<file path="src/rtl/lsu_region_router.sv">
// lsu_region_router: routes one LSU request to the address window it hits,
// returns the target's response and answers decode/align/timeout errors locally.
module lsu_region_router #(
  parameter int unsigned                NUM_REGION  = 4,
  parameter logic [NUM_REGION*32-1:0]   REGION_BASE = {32'h0000_0000, 32'h4000_0000,
                                                       32'h0000_1000, 32'h8000_0000},
  parameter logic [NUM_REGION*32-1:0]   REGION_END  = {32'h0000_FFFF, 32'h4000_FFFF,
                                                       32'h0002_0FFF, 32'h800F_FFFF},
  parameter int unsigned                TIMEOUT_CYC = 255,
  parameter bit                         CHECK_ALIGN = 1'b1
) (
  input  logic                       clk_i,
  input  logic                       rst_i,
  input  logic                       req_i,
  input  logic                       we_i,
  input  logic [31:0]                addr_i,
  input  logic [31:0]                wdata_i,
  input  logic [3:0]                 amo_i,
  input  logic [1:0]                 size_i,
  input  logic [3:0]                 strb_i,
  output logic                       ack_o,
  output logic                       error_o,
  output logic [31:0]                rdata_o,
  output logic [NUM_REGION-1:0]      dn_req_o,
  output logic                       dn_we_o,
  output logic [31:0]                dn_addr_o,
  output logic [31:0]                dn_wdata_o,
  output logic [3:0]                 dn_amo_o,
  output logic [1:0]                 dn_size_o,
  output logic [3:0]                 dn_strb_o,
  input  logic [NUM_REGION-1:0]      dn_ack_i,
  input  logic [NUM_REGION-1:0]      dn_error_i,
  input  logic [NUM_REGION*32-1:0]   dn_rdata_i,
  output logic [7:0]                 err_cnt_o
);

  localparam int unsigned    SW       = (NUM_REGION > 1) ? $clog2(NUM_REGION) : 1;
  localparam int unsigned    TW       = (TIMEOUT_CYC > 1) ? $clog2(TIMEOUT_CYC) : 1;
  localparam logic [TW-1:0]  TMO_LAST = TW'(TIMEOUT_CYC - 1);
  localparam bit             TMO_EN   = (TIMEOUT_CYC != 0);

  typedef enum logic [1:0] {IDLE = 2'd0, BUSY = 2'd1, ERR = 2'd2} state_t;

  state_t          state_q, state_d;
  logic            any_hit;
  logic [SW-1:0]   sel_c, sel_q;
  logic            misaligned;
  logic            accept;
  logic            sel_ack, sel_err;
  logic [31:0]     sel_rdata;
  logic            tmo_hit, tmo_err;
  logic [TW-1:0]   timer_q;

  // Window decode; scanning high to low lets the lowest matching index win
  always_comb begin
    any_hit = 1'b0;
    sel_c   = '0;
    for (int i = NUM_REGION - 1; i >= 0; i--) begin
      if (addr_i >= REGION_BASE[i*32 +: 32] && addr_i <= REGION_END[i*32 +: 32]) begin
        any_hit = 1'b1;
        sel_c   = SW'(i);
      end
    end
  end

  assign misaligned = CHECK_ALIGN &&
                      ((size_i == 2'd1 && addr_i[0]) ||
                       (size_i == 2'd2 && addr_i[1:0] != 2'b00) ||
                       (size_i == 2'd3));

  assign accept  = (state_q == IDLE) && req_i && any_hit && !misaligned;
  assign tmo_hit = TMO_EN && (timer_q == TMO_LAST);

  // Response of the selected port only; other ports' acks are ignored
  always_comb begin
    sel_ack   = 1'b0;
    sel_err   = 1'b0;
    sel_rdata = '0;
    for (int i = 0; i < NUM_REGION; i++) begin
      if (sel_q == SW'(i)) begin
        sel_ack   = dn_ack_i[i];
        sel_err   = dn_error_i[i];
        sel_rdata = dn_rdata_i[i*32 +: 32];
      end
    end
  end

  // State register
  always_ff @(posedge clk_i or posedge rst_i) begin
    if (rst_i) state_q <= IDLE;
    else       state_q <= state_d;
  end

  // Next-state logic
  always_comb begin
    state_d = state_q;
    case (state_q)
      IDLE:    if (req_i) state_d = (any_hit && !misaligned) ? BUSY : ERR;
      BUSY:    if (sel_ack || tmo_hit) state_d = IDLE;
      ERR:     state_d = IDLE;
      default: state_d = IDLE;
    endcase
  end

  // Upstream response; a target ack in the timeout cycle takes priority
  always_comb begin
    ack_o   = 1'b0;
    error_o = 1'b0;
    rdata_o = '0;
    tmo_err = 1'b0;
    case (state_q)
      BUSY: begin
        if (sel_ack) begin
          ack_o   = 1'b1;
          error_o = sel_err;
          rdata_o = sel_rdata;
        end else if (tmo_hit) begin
          ack_o   = 1'b1;
          error_o = 1'b1;
          tmo_err = 1'b1;
        end
      end
      ERR: begin
        ack_o   = 1'b1;
        error_o = 1'b1;
      end
      default: ;
    endcase
  end

  // Request capture, downstream select and BUSY timer
  always_ff @(posedge clk_i or posedge rst_i) begin
    if (rst_i) begin
      dn_req_o   <= '0;
      dn_we_o    <= 1'b0;
      dn_addr_o  <= '0;
      dn_wdata_o <= '0;
      dn_amo_o   <= '0;
      dn_size_o  <= '0;
      dn_strb_o  <= '0;
      sel_q      <= '0;
      timer_q    <= '0;
    end else if (accept) begin
      dn_req_o   <= NUM_REGION'(1) << sel_c;
      dn_we_o    <= we_i;
      dn_addr_o  <= addr_i;
      dn_wdata_o <= wdata_i;
      dn_amo_o   <= amo_i;
      dn_size_o  <= size_i;
      dn_strb_o  <= strb_i;
      sel_q      <= sel_c;
      timer_q    <= '0;
    end else if (state_q == BUSY) begin
      if (sel_ack || tmo_hit) begin
        dn_req_o <= '0;
        timer_q  <= '0;
      end else begin
        timer_q  <= timer_q + TW'(1);
      end
    end
  end

  // Saturating count of locally generated errors
  always_ff @(posedge clk_i or posedge rst_i) begin
    if (rst_i) begin
      err_cnt_o <= '0;
    end else if ((state_q == ERR || tmo_err) && err_cnt_o != 8'hFF) begin
      err_cnt_o <= err_cnt_o + 8'd1;
    end
  end

endmodule

</file>
<file path="config.mk">
export PLATFORM = sky130hd
export DESIGN_NAME = lsu_region_router
export DESIGN_NICKNAME = d
export VERILOG_FILES = /design/src/rtl/lsu_region_router.sv
export SDC_FILE = /design/constraint.sdc
export NUM_CORES = 1
export LEC_CHECK = 0
export CAP_MARGIN = 20
export CORE_AREA = 2 2 128 130
export DETAILED_ROUTE_END_ITERATION = 7
export DIE_AREA = 0 0 130 132
export HOLD_SLACK_MARGIN = 0.08
export PLACE_DENSITY = 0.74
export SYNTH_ARGS = -nofsm -noshare
export SYNTH_HDL_FRONTEND = slang
export SYNTH_SLANG_ARGS = --single-unit
export TNS_END_PERCENT = 100
</file>
<file path="constraint.sdc">
create_clock -name clk_i -period 7.6 [get_ports clk_i]
set_input_delay 2.28 -clock clk_i [delete_from_list [all_inputs] [get_ports clk_i]]
set_output_delay 2.28 -clock clk_i [all_outputs]
set_load 0.01 [all_outputs]
</file>
==> flow_summary.yaml, run 1 <==
logic_synthesis:
  synth_area_um2: 5210
  synth_ff_type: "dfrtp_1"
  synthArstFlopShare_pct: 100
  ys_warn_count: 0
  netlist-cell-type-count: 45
  syn_nets: 614
  avgSynthCellArea_um2: 13.2
  synthTopCellsByCount: "dfrtp_1 (99), mux2_1 (60), and3_1 (35)"
  synth_seq_area_share_pct: 47.5
  post-synth-top-count-cell: "dfrtp_1"
  synth-seq-cells: 99
  synth_top_area_share_pct: 47.5
  synth_cells: 394
  yosys-top-cells-area: "dfrtp_1 (48%), mux4_2 (15%), mux2_1 (13%)"
  synth-edff-count: 0
  yosys.area.top_type: "dfrtp_1"
min_path:
  min_from: "dn_strb_o[0]"
  hp-class: "flip-flop to flip-flop"
sta:
  finalCriticalPeriod_ps: 6910
  hold_slack_ps: 487
  setup_tns_ps: 0
  finalClockSkew_ps: 7.12
  rsz0062_at_grt: "no"
  slew_viol_final: 0
  maxSlewHeadroom_pct: 40.4
  fin_crit_sh_pct: 90.9
  finalSetupViolCount: 0
  fmax_mhz: 145
  hold_viol: 0
  worst_slew_pin_slew_ps: 894
placed_design:
  place_congestion: 0.956
  io_buffers: 334
  hpwl_mm: 14.5
  placed_area_um2: 8760
  placed_cells: 923
drt:
  antenna_left: 0
  wire_per_inst_um: 19.5
  vias: 4638
  drc: 0
  vias_per_cell: 4.93
  drtIter0Drc: 235
  wl_mm: 18.3
  first_pass_iters: 5
power_and_ir_drop:
  swShare_pct: 25.7
  power_frac_comb_pct: 20.7
  power.switching_uw: 344
  seqPwrFrac_pct: 43.2
  p_leak_uw: 0.00394
  p_int_uw: 997
  p_clk_share_pct: 36.1
  power.total_uw: 1340
  ir_worst_vdd_mv: 0.135
  powerDensity_nw_per_um2: 147
critical_path:
  r2r_start: "sel_q[0]"
  worst-path-max-fanout: 12
  crit_path_start_kind: "primary input"
  worstPathRequired_ps: 5320
  endpoint_kind: "primary output"
  critPathKind: "primary input to primary output"
  critPathLaunch: "dn_ack_i[3]"
  crit_arrival_ps: 4630
floorplanning:
  coreArea_um2: 15700
  rows: 46
  die_h_um: 132
  die-area_um2: 17200
  io-pin-count: 335
  fp.dieW_um: 130
  initial_utilization_pct: 33.2
finish:
  fillers: 1302
  diodes: 0
  area_growth_pct: 74.5
  final_cells: 940
  drive_above_1_share_pct: 10.2
  stdcell_area_um2: 9090
  regArea_um2: 2480
  multi_input_area_um2: 2580
  nets: 939
global_route:
  grt-ovfl-total: 0
  grt_start_max_net_pins: 74
  grt_pass1_wl_mm: 28.1
  grt_pass1_vias: 5003
  antenna_found_initial: 0
  grt_use_total_pct: 21.6
run:
  drv_cap: 0
clock_network:
  insertion_delay_ps: 350
  cts.repair.resized: 0
  cts_max_level: 3
  cts_buffers: 9
  cts_tree: "built"
  cts_root_buf: "clkbuf_16"
  cts_buffer_depth: 2
  clk_pin_slew_worst_paths_ps: 70
  postCtsSetupBuffers: 0
  cts_sinks: 99
  cts_hold_buffers: 0
run_status:
  status: "finished, final reports clean"
[final cells by class]
type	count	area share [%]
clock buffer	10	2.63
clock inverter	6	0.784
inverter	12	0.523
multi-input combinational	257	28.4
sequential	99	27.3
tap	216	2.97
timing repair buffer	340	37.5
[critical path, stage by stage]
cell	delay (ps)
clkdlybuf4s50_1	400
mux4_2	600
a21oi_1	470
nor2_1	190
o21a_1	220
clkdlybuf4s50_1	470
[power by group through the flow]
stage / sequential (uW) / clock, uW / combinational (uW)
floorplan: 593 / 0 / 84.6
global placement: 586 / 0 / 271
detailed placement: 588 / 0 / 279
CTS: 578 / 497 / 281
global route: 583 / 521 / 302
finish: 579 / 484 / 278
[flip-flops by register name (all words and copies together) (netlist names)]
name	count
err_cnt_o	8
dn_size_o	2
dn_we_o	1
sel_q	2
dn_strb_o	4
state_q	2
dn_amo_o	4
timer_q	8
dn_addr_o	32
dn_req_o	4
dn_wdata_o	32
[metal layers]
metal | vias to the layer above | GRT usage (%) | share of wire [%]
met5 | - | 0 | 0
met4 | 0 | 6.39 | 2.3
met3 | 24 | 8.20 | 9.4
met2 | 213 | 36.6 | 51
met1 | 2278 | 25.3 | 38
li1 | 2123 | - | -
[cell usage in the layout (no fill, tap or decap), types with 4 or more instances in the layout]
master | Yosys | layout
a21oi_1 | 4 | 4
buf_4 | 0 | 5
inv_1 | 11 | 10
mux2_2 | 9 | 9
nand3_1 | 5 | 5
ha_1 | 6 | 6
nand2_1 | 12 | 12
xor2_1 | 7 | 7
nor2_1 | 7 | 7
and2_1 | 11 | 11
dfrtp_1 | 99 | 98
mux4_2 | 34 | 34
nor3_1 | 9 | 9
and3_1 | 35 | 35
or3_1 | 4 | 4
mux2_1 | 60 | 60
clkdlybuf4s50_1 | 0 | 334
o21ai_0 | 10 | 10
clkbuf_16 | 0 | 10
[path summary, 6_finish.rpt]
check,endpoint,depth (start not counted),slack [ps]
max,ack_o,6,690
min,dn_strb_o[0],1,490
max reg2reg,err_cnt_o[6],4,4880
min reg2reg,dn_strb_o[0],1,490
max in group asynchronous,dn_wdata_o[27],3,4150
min in group asynchronous,dn_addr_o[2],2,2300
[through the flow]
| step | setup WS [ps] | utilization, % |
|---|---|---|
| 3_3_place_gp | 792 | 55.7 |
| 4_1_cts | 742 | 57.7 |
| 5_1_grt | 628 | 57.9 |
| 3_5_place_dp | 747 | 55.7 |
| 6_report | 692 | 57.9 |
| 2_1_floorplan | 1740 | - |
[logic make-up after synthesis]
logic type,after synthesis,synth area share (%)
mux,105,30.0
simple gates,104,11.7
flops,99,47.5
buf+inv,38,2.95
compound gates,35,5.23
xor+xnor,7,1.18
fa+ha+maj,6,1.44
Power figures use the tool's default switching activity.
==> run 2, diff against run 1 <==
--- a/config.mk
+++ b/config.mk
@@ -6,11 +6,13 @@
 export NUM_CORES = 1
 export LEC_CHECK = 0
 export CAP_MARGIN = 20
-export CORE_AREA = 2 2 128 130
+export CORE_AREA = 2 2 130 132
+export CTS_BUF_LIST = sky130_fd_sc_hd__clkbuf_4
 export DETAILED_ROUTE_END_ITERATION = 7
-export DIE_AREA = 0 0 130 132
+export DIE_AREA = 0 0 132 134
 export HOLD_SLACK_MARGIN = 0.08
-export PLACE_DENSITY = 0.74
+export PLACE_DENSITY = 0.72
+export SLEW_MARGIN = 20
 export SYNTH_ARGS = -nofsm -noshare
 export SYNTH_HDL_FRONTEND = slang
 export SYNTH_SLANG_ARGS = --single-unit
==> flow_summary.yaml, run 2 (same netlist as run 1, synthesis figures left out) <==
run_status:
  status: "finished, final reports clean"
finish:
  diodes: 0
  stdcell_area_um2: 8880
  fillers: 1413
  area_growth_pct: 70.4
  multi_input_area_um2: 2580
  drive_above_1_share_pct: 9.96
  reg_top3: "dn_addr_o: 32 flops, dn_wdata_o: 32 flops"
  mostFrequentLayoutCells: "clkdlybuf4s50_1 (334), dfrtp_1 (98), mux2_1 (60)"
  layout_commonest_cell: "clkdlybuf4s50_1"
  regArea_um2: 2480
  nets: 938
sta:
  setup_tns_ps: 0
  maxSlewHeadroom_pct: 30.0
  slew_viol_final: 0
  finalClockSkew_ps: 18.8
  fmax_mhz: 147
  fin_crit_sh_pct: 89.4
  finalSetupViolCount: 0
  worst_slew_pin_slew_ps: 1050
  hold_viol: 0
  finalCriticalPeriod_ps: 6790
  rsz0062_at_grt: "no"
critical_path:
  crit_arrival_ps: 4510
  crit_path_max_incr_delay_ps: 490
  crit_chain: "clkdlybuf4s50_1 -> mux4_2 -> a21oi_1 -> nor2_1 -> o21a_1 -> clkdlybuf4s50_1"
  worst-path-max-fanout: 7
  crit_path_start_kind: "primary input"
  worstPathRequired_ps: 5320
  critPathTopFamily: "buffers and inverters"
  critPathKind: "primary input to primary output"
  cpMostUsedCell: "clkdlybuf4s50_1"
  endpoint_kind: "primary output"
  cpMaxStageDelayCell: "mux4_2"
  path_buf_inv: 2
global_route:
  grt_use_total_pct: 20.4
  grt_pass1_vias: 5059
  grt_start_max_net_pins: 74
  grt-ovfl-total: 0
  grt_pass1_wl_mm: 28.3
  antenna_found_initial: 0
drt:
  first_pass_iters: 4
  drtIter0Drc: 206
  antenna_left: 0
  drc: 0
  wire_per_inst_um: 19.1
  vias_per_cell: 4.91
  wl_mm: 18.0
  vias: 4627
clock_network:
  postCtsSetupBuffers: 0
  cts_buffer_depth: 2
  cts_tree: "built"
  insertion_delay_ps: 480
  cts_sinks: 99
  cts_max_level: 3
  cts_hold_buffers: 0
  cts_root_buf: "clkbuf_4"
  clk_pin_slew_worst_paths_ps: 130
  cts_buffers: 9
  cts.repair.resized: 0
floorplanning:
  die_h_um: 134
  io-pin-count: 335
  coreArea_um2: 16300
  initial_utilization_pct: 32.0
  fp.dieW_um: 132
  rows: 47
  die-area_um2: 17700
placed_design:
  hpwl_mm: 14.4
  io_buffers: 334
  placed_area_um2: 8760
  place_congestion: 0.882
power_and_ir_drop:
  powerDensity_nw_per_um2: 124
  ir_worst_vdd_mv: 0.174
  p_leak_uw: 0.00384
run:
  drv_cap: 0
min_path:
  hp-class: "flip-flop to flip-flop"
## run 2: layer usage
layer	up-vias	share of wire, %	wire (um)	GRT usage, %
met5	-	0	0	0
li1	2122	-	-	-
met4	0	2.8	504	6.88
met1	2263	37	6700	22.6
met2	206	52	9320	36.0
met3	36	8.3	1500	7.79
## run 2: cell type report
class                      count  area share (%)
clock buffer                  10           0.845
sequential                    99            27.9
tap                          220            3.10
timing repair buffer         339            38.1
multi-input combinational    257            29.1
clock inverter                 6           0.465
inverter                      12           0.535
## run 2: path summary, 6_finish.rpt
check / from / endpoint / slack, ps / cells after the start
worst max register to register: state_q[1] / err_cnt_o[6] / 4300 / 6
max in group asynchronous: rst_i / sel_q[0] / 4230 / 3
worst max-delay path: dn_ack_i[3] / ack_o / 810 / 6
worst min register to register: dn_addr_o[22] / dn_addr_o[22] / 510 / 1
min in group asynchronous: rst_i / dn_addr_o[8] / 2140 / 2
worst min-delay path: dn_addr_o[22] / dn_addr_o[22] / 510 / 1
## run 2: through the flow
step,util [%],power [uW],hold WS [ps],setup WS [ps],std cells
floorplan,-,678,484,1740,394
global placement,53.8,856,468,882,927
detailed placement,53.8,865,470,837,927
CTS,54.5,1120,512,814,943
global route,54.5,1160,523,713,943
finish,54.5,1100,507,806,943
## run 2: where the power goes
part	switching [uW]	internal (uW)
clock	179	71.0
sequential	26.9	550
combinational	97.9	178
total	304	799
==> run 3, diff against run 2 <==
--- a/config.mk
+++ b/config.mk
@@ -6,12 +6,15 @@
 export NUM_CORES = 1
 export LEC_CHECK = 0
 export CAP_MARGIN = 20
-export CORE_AREA = 2 2 130 132
+export CELL_PAD_IN_SITES_DETAIL_PLACEMENT = 0
+export CELL_PAD_IN_SITES_GLOBAL_PLACEMENT = 1
+export CORE_MARGIN = 2
+export CORE_UTILIZATION = 30
 export CTS_BUF_LIST = sky130_fd_sc_hd__clkbuf_4
+export CTS_CLUSTER_DIAMETER = 100
 export DETAILED_ROUTE_END_ITERATION = 7
-export DIE_AREA = 0 0 132 134
 export HOLD_SLACK_MARGIN = 0.08
-export PLACE_DENSITY = 0.72
+export PLACE_DENSITY_LB_ADDON = 0.1
 export SLEW_MARGIN = 20
 export SYNTH_ARGS = -nofsm -noshare
 export SYNTH_HDL_FRONTEND = slang
==> constraint.sdc (replaced) <==
create_clock -name clk_i -period 7.6 [get_ports clk_i]
set_input_delay 2.28 -clock clk_i [delete_from_list [all_inputs] [get_ports clk_i]]
set_output_delay 2.28 -clock clk_i [all_outputs]
set_load 0.005 [all_outputs]
==> flow_summary.yaml, run 3 (same netlist as run 1, synthesis figures left out) <==
run_status:
  status: "finished, final reports clean"
finish:
  stdcell_area_um2: 8910
  layout_commonest_cell: "clkdlybuf4s50_1"
  fillers: 1500
  diodes: 0
  area_growth_pct: 71.0
  mostFrequentLayoutCells: "clkdlybuf4s50_1 (334), dfrtp_1 (98), mux2_1 (60)"
  nets: 938
  final_cells: 947
  reg_top3: "dn_addr_o: 32 flops, dn_wdata_o: 32 flops"
  drive_above_1_share_pct: 9.97
placed_design:
  hpwl_mm: 13.7
  placed_cells: 932
  placed_area_um2: 8770
  io_buffers: 334
  place_congestion: 0.799
floorplanning:
  die_h_um: 136
  io-pin-count: 335
  fp.dieW_um: 136
  die-area_um2: 18400
  initial_utilization_pct: 30.5
  rows: 48
  coreArea_um2: 17100
critical_path:
  worst-path-max-fanout: 22
  critPathKind: "primary input to primary output"
  crit_path_start_kind: "primary input"
  worstPathRequired_ps: 5320
  endpoint_kind: "primary output"
  crit_arrival_ps: 4750
sta:
  setup_tns_ps: 0
  hold_viol: 0
  finalCriticalPeriod_ps: 7030
  slew_viol_final: 0
  fmax_mhz: 142
  fin_crit_sh_pct: 92.5
  hold_slack_ps: 501
  rsz0062_at_grt: "no"
  maxSlewHeadroom_pct: 40.5
  finalClockSkew_ps: 14.0
  worst_slew_pin_slew_ps: 893
  finalSetupViolCount: 0
drt:
  first_pass_iters: 4
  vias_per_cell: 4.85
  vias: 4589
  wire_per_inst_um: 18.6
  wl_mm: 17.6
  drtIter0Drc: 103
  antenna_left: 0
  drc: 0
run:
  drv_cap: 0
clock_network:
  insertion_delay_ps: 480
  postCtsSetupBuffers: 0
  cts_max_level: 3
  cts_buffer_depth: 2
  clk_pin_slew_worst_paths_ps: 140
  cts_sinks: 99
  cts_root_buf: "clkbuf_4"
  cts.repair.resized: 0
  cts_hold_buffers: 0
  cts_buffers: 9
  cts_tree: "built"
global_route:
  grt_use_total_pct: 18.8
  grt-ovfl-total: 0
  antenna_found_initial: 0
  grt_start_max_net_pins: 74
  grt_pass1_wl_mm: 26.6
  grt_pass1_vias: 4834
power_and_ir_drop:
  powerDensity_nw_per_um2: 127
  ir_worst_vdd_mv: 0.102
  p_leak_uw: 0.00385
min_path:
  hp-class: "flip-flop to flip-flop"
## run 3: cell types whose count changed in the layout (fill, tap and decap cells not counted), sizes merged
cell | previous run | this run
inv | 12 | 15
clkinv | 4 | 2
clkinvlp | 2 | 0
bufinv | 0 | 1
clkbuf | 10 | 9
## run 3: where the power goes
part | leakage (uW) | internal [uW] | switching (uW) | total, uW
sequential | 0.00131 | 550 | 27.7 | 578
clock | 0.0000768 | 104 | 188 | 291
combinational | 0.00246 | 177 | 84.4 | 262
total | 0.00385 | 831 | 300 | 1130
## run 3: per-stage QoR
| step | util [%] | power, uW | worst slack, ps |
|---|---|---|---|
| final | 52.1 | 1130 | 571 |
| after global routing | 52.1 | 1200 | 391 |
| after CTS | 52.0 | 1160 | 560 |
| after detailed placement | 51.2 | 853 | 563 |
| after global placement | 51.2 | 846 | 631 |
| after floorplan | - | 669 | 1760 |
## run 3: metal layers
metal,wire length (um),up-vias,global-route usage (%)
li1,-,2136,-
met1,6750,2251,21.5
met2,8900,176,32.8
met3,1560,26,6.60
met4,373,0,6.19
met5,0,-,0
## run 3: final timing paths
path	start	endpoint	slack (ps)	depth (start not counted)
worst max-delay path	dn_ack_i[3]	ack_o	570	6
worst min-delay path	dn_addr_o[25]	dn_addr_o[25]	500	1
worst max register to register	state_q[1]	err_cnt_o[6]	4690	6
worst min register to register	dn_addr_o[25]	dn_addr_o[25]	500	1
max in group asynchronous	rst_i	sel_q[0]	4220	3
min in group asynchronous	rst_i	dn_wdata_o[17]	2130	2
## run 3: cell type report
type / count / area (um2) / share of cell area (%)
clock buffers: 9 / 67.6 / 0.758
clock inverters: 6 / 71.3 / 0.800
inverters: 12 / 47.5 / 0.534
multi-input cells: 257 / 2580 / 29.0
flip-flops and latches: 99 / 2480 / 27.8
well taps: 225 / 282 / 3.16
repair buffers: 339 / 3380 / 37.9
## run 3: critical path, stage by stage
cell	delay, ps
clkdlybuf4s50_1	390
mux4_2	680
a21oi_1	510
nor2_1	200
o21a_1	230
clkdlybuf4s50_1	460
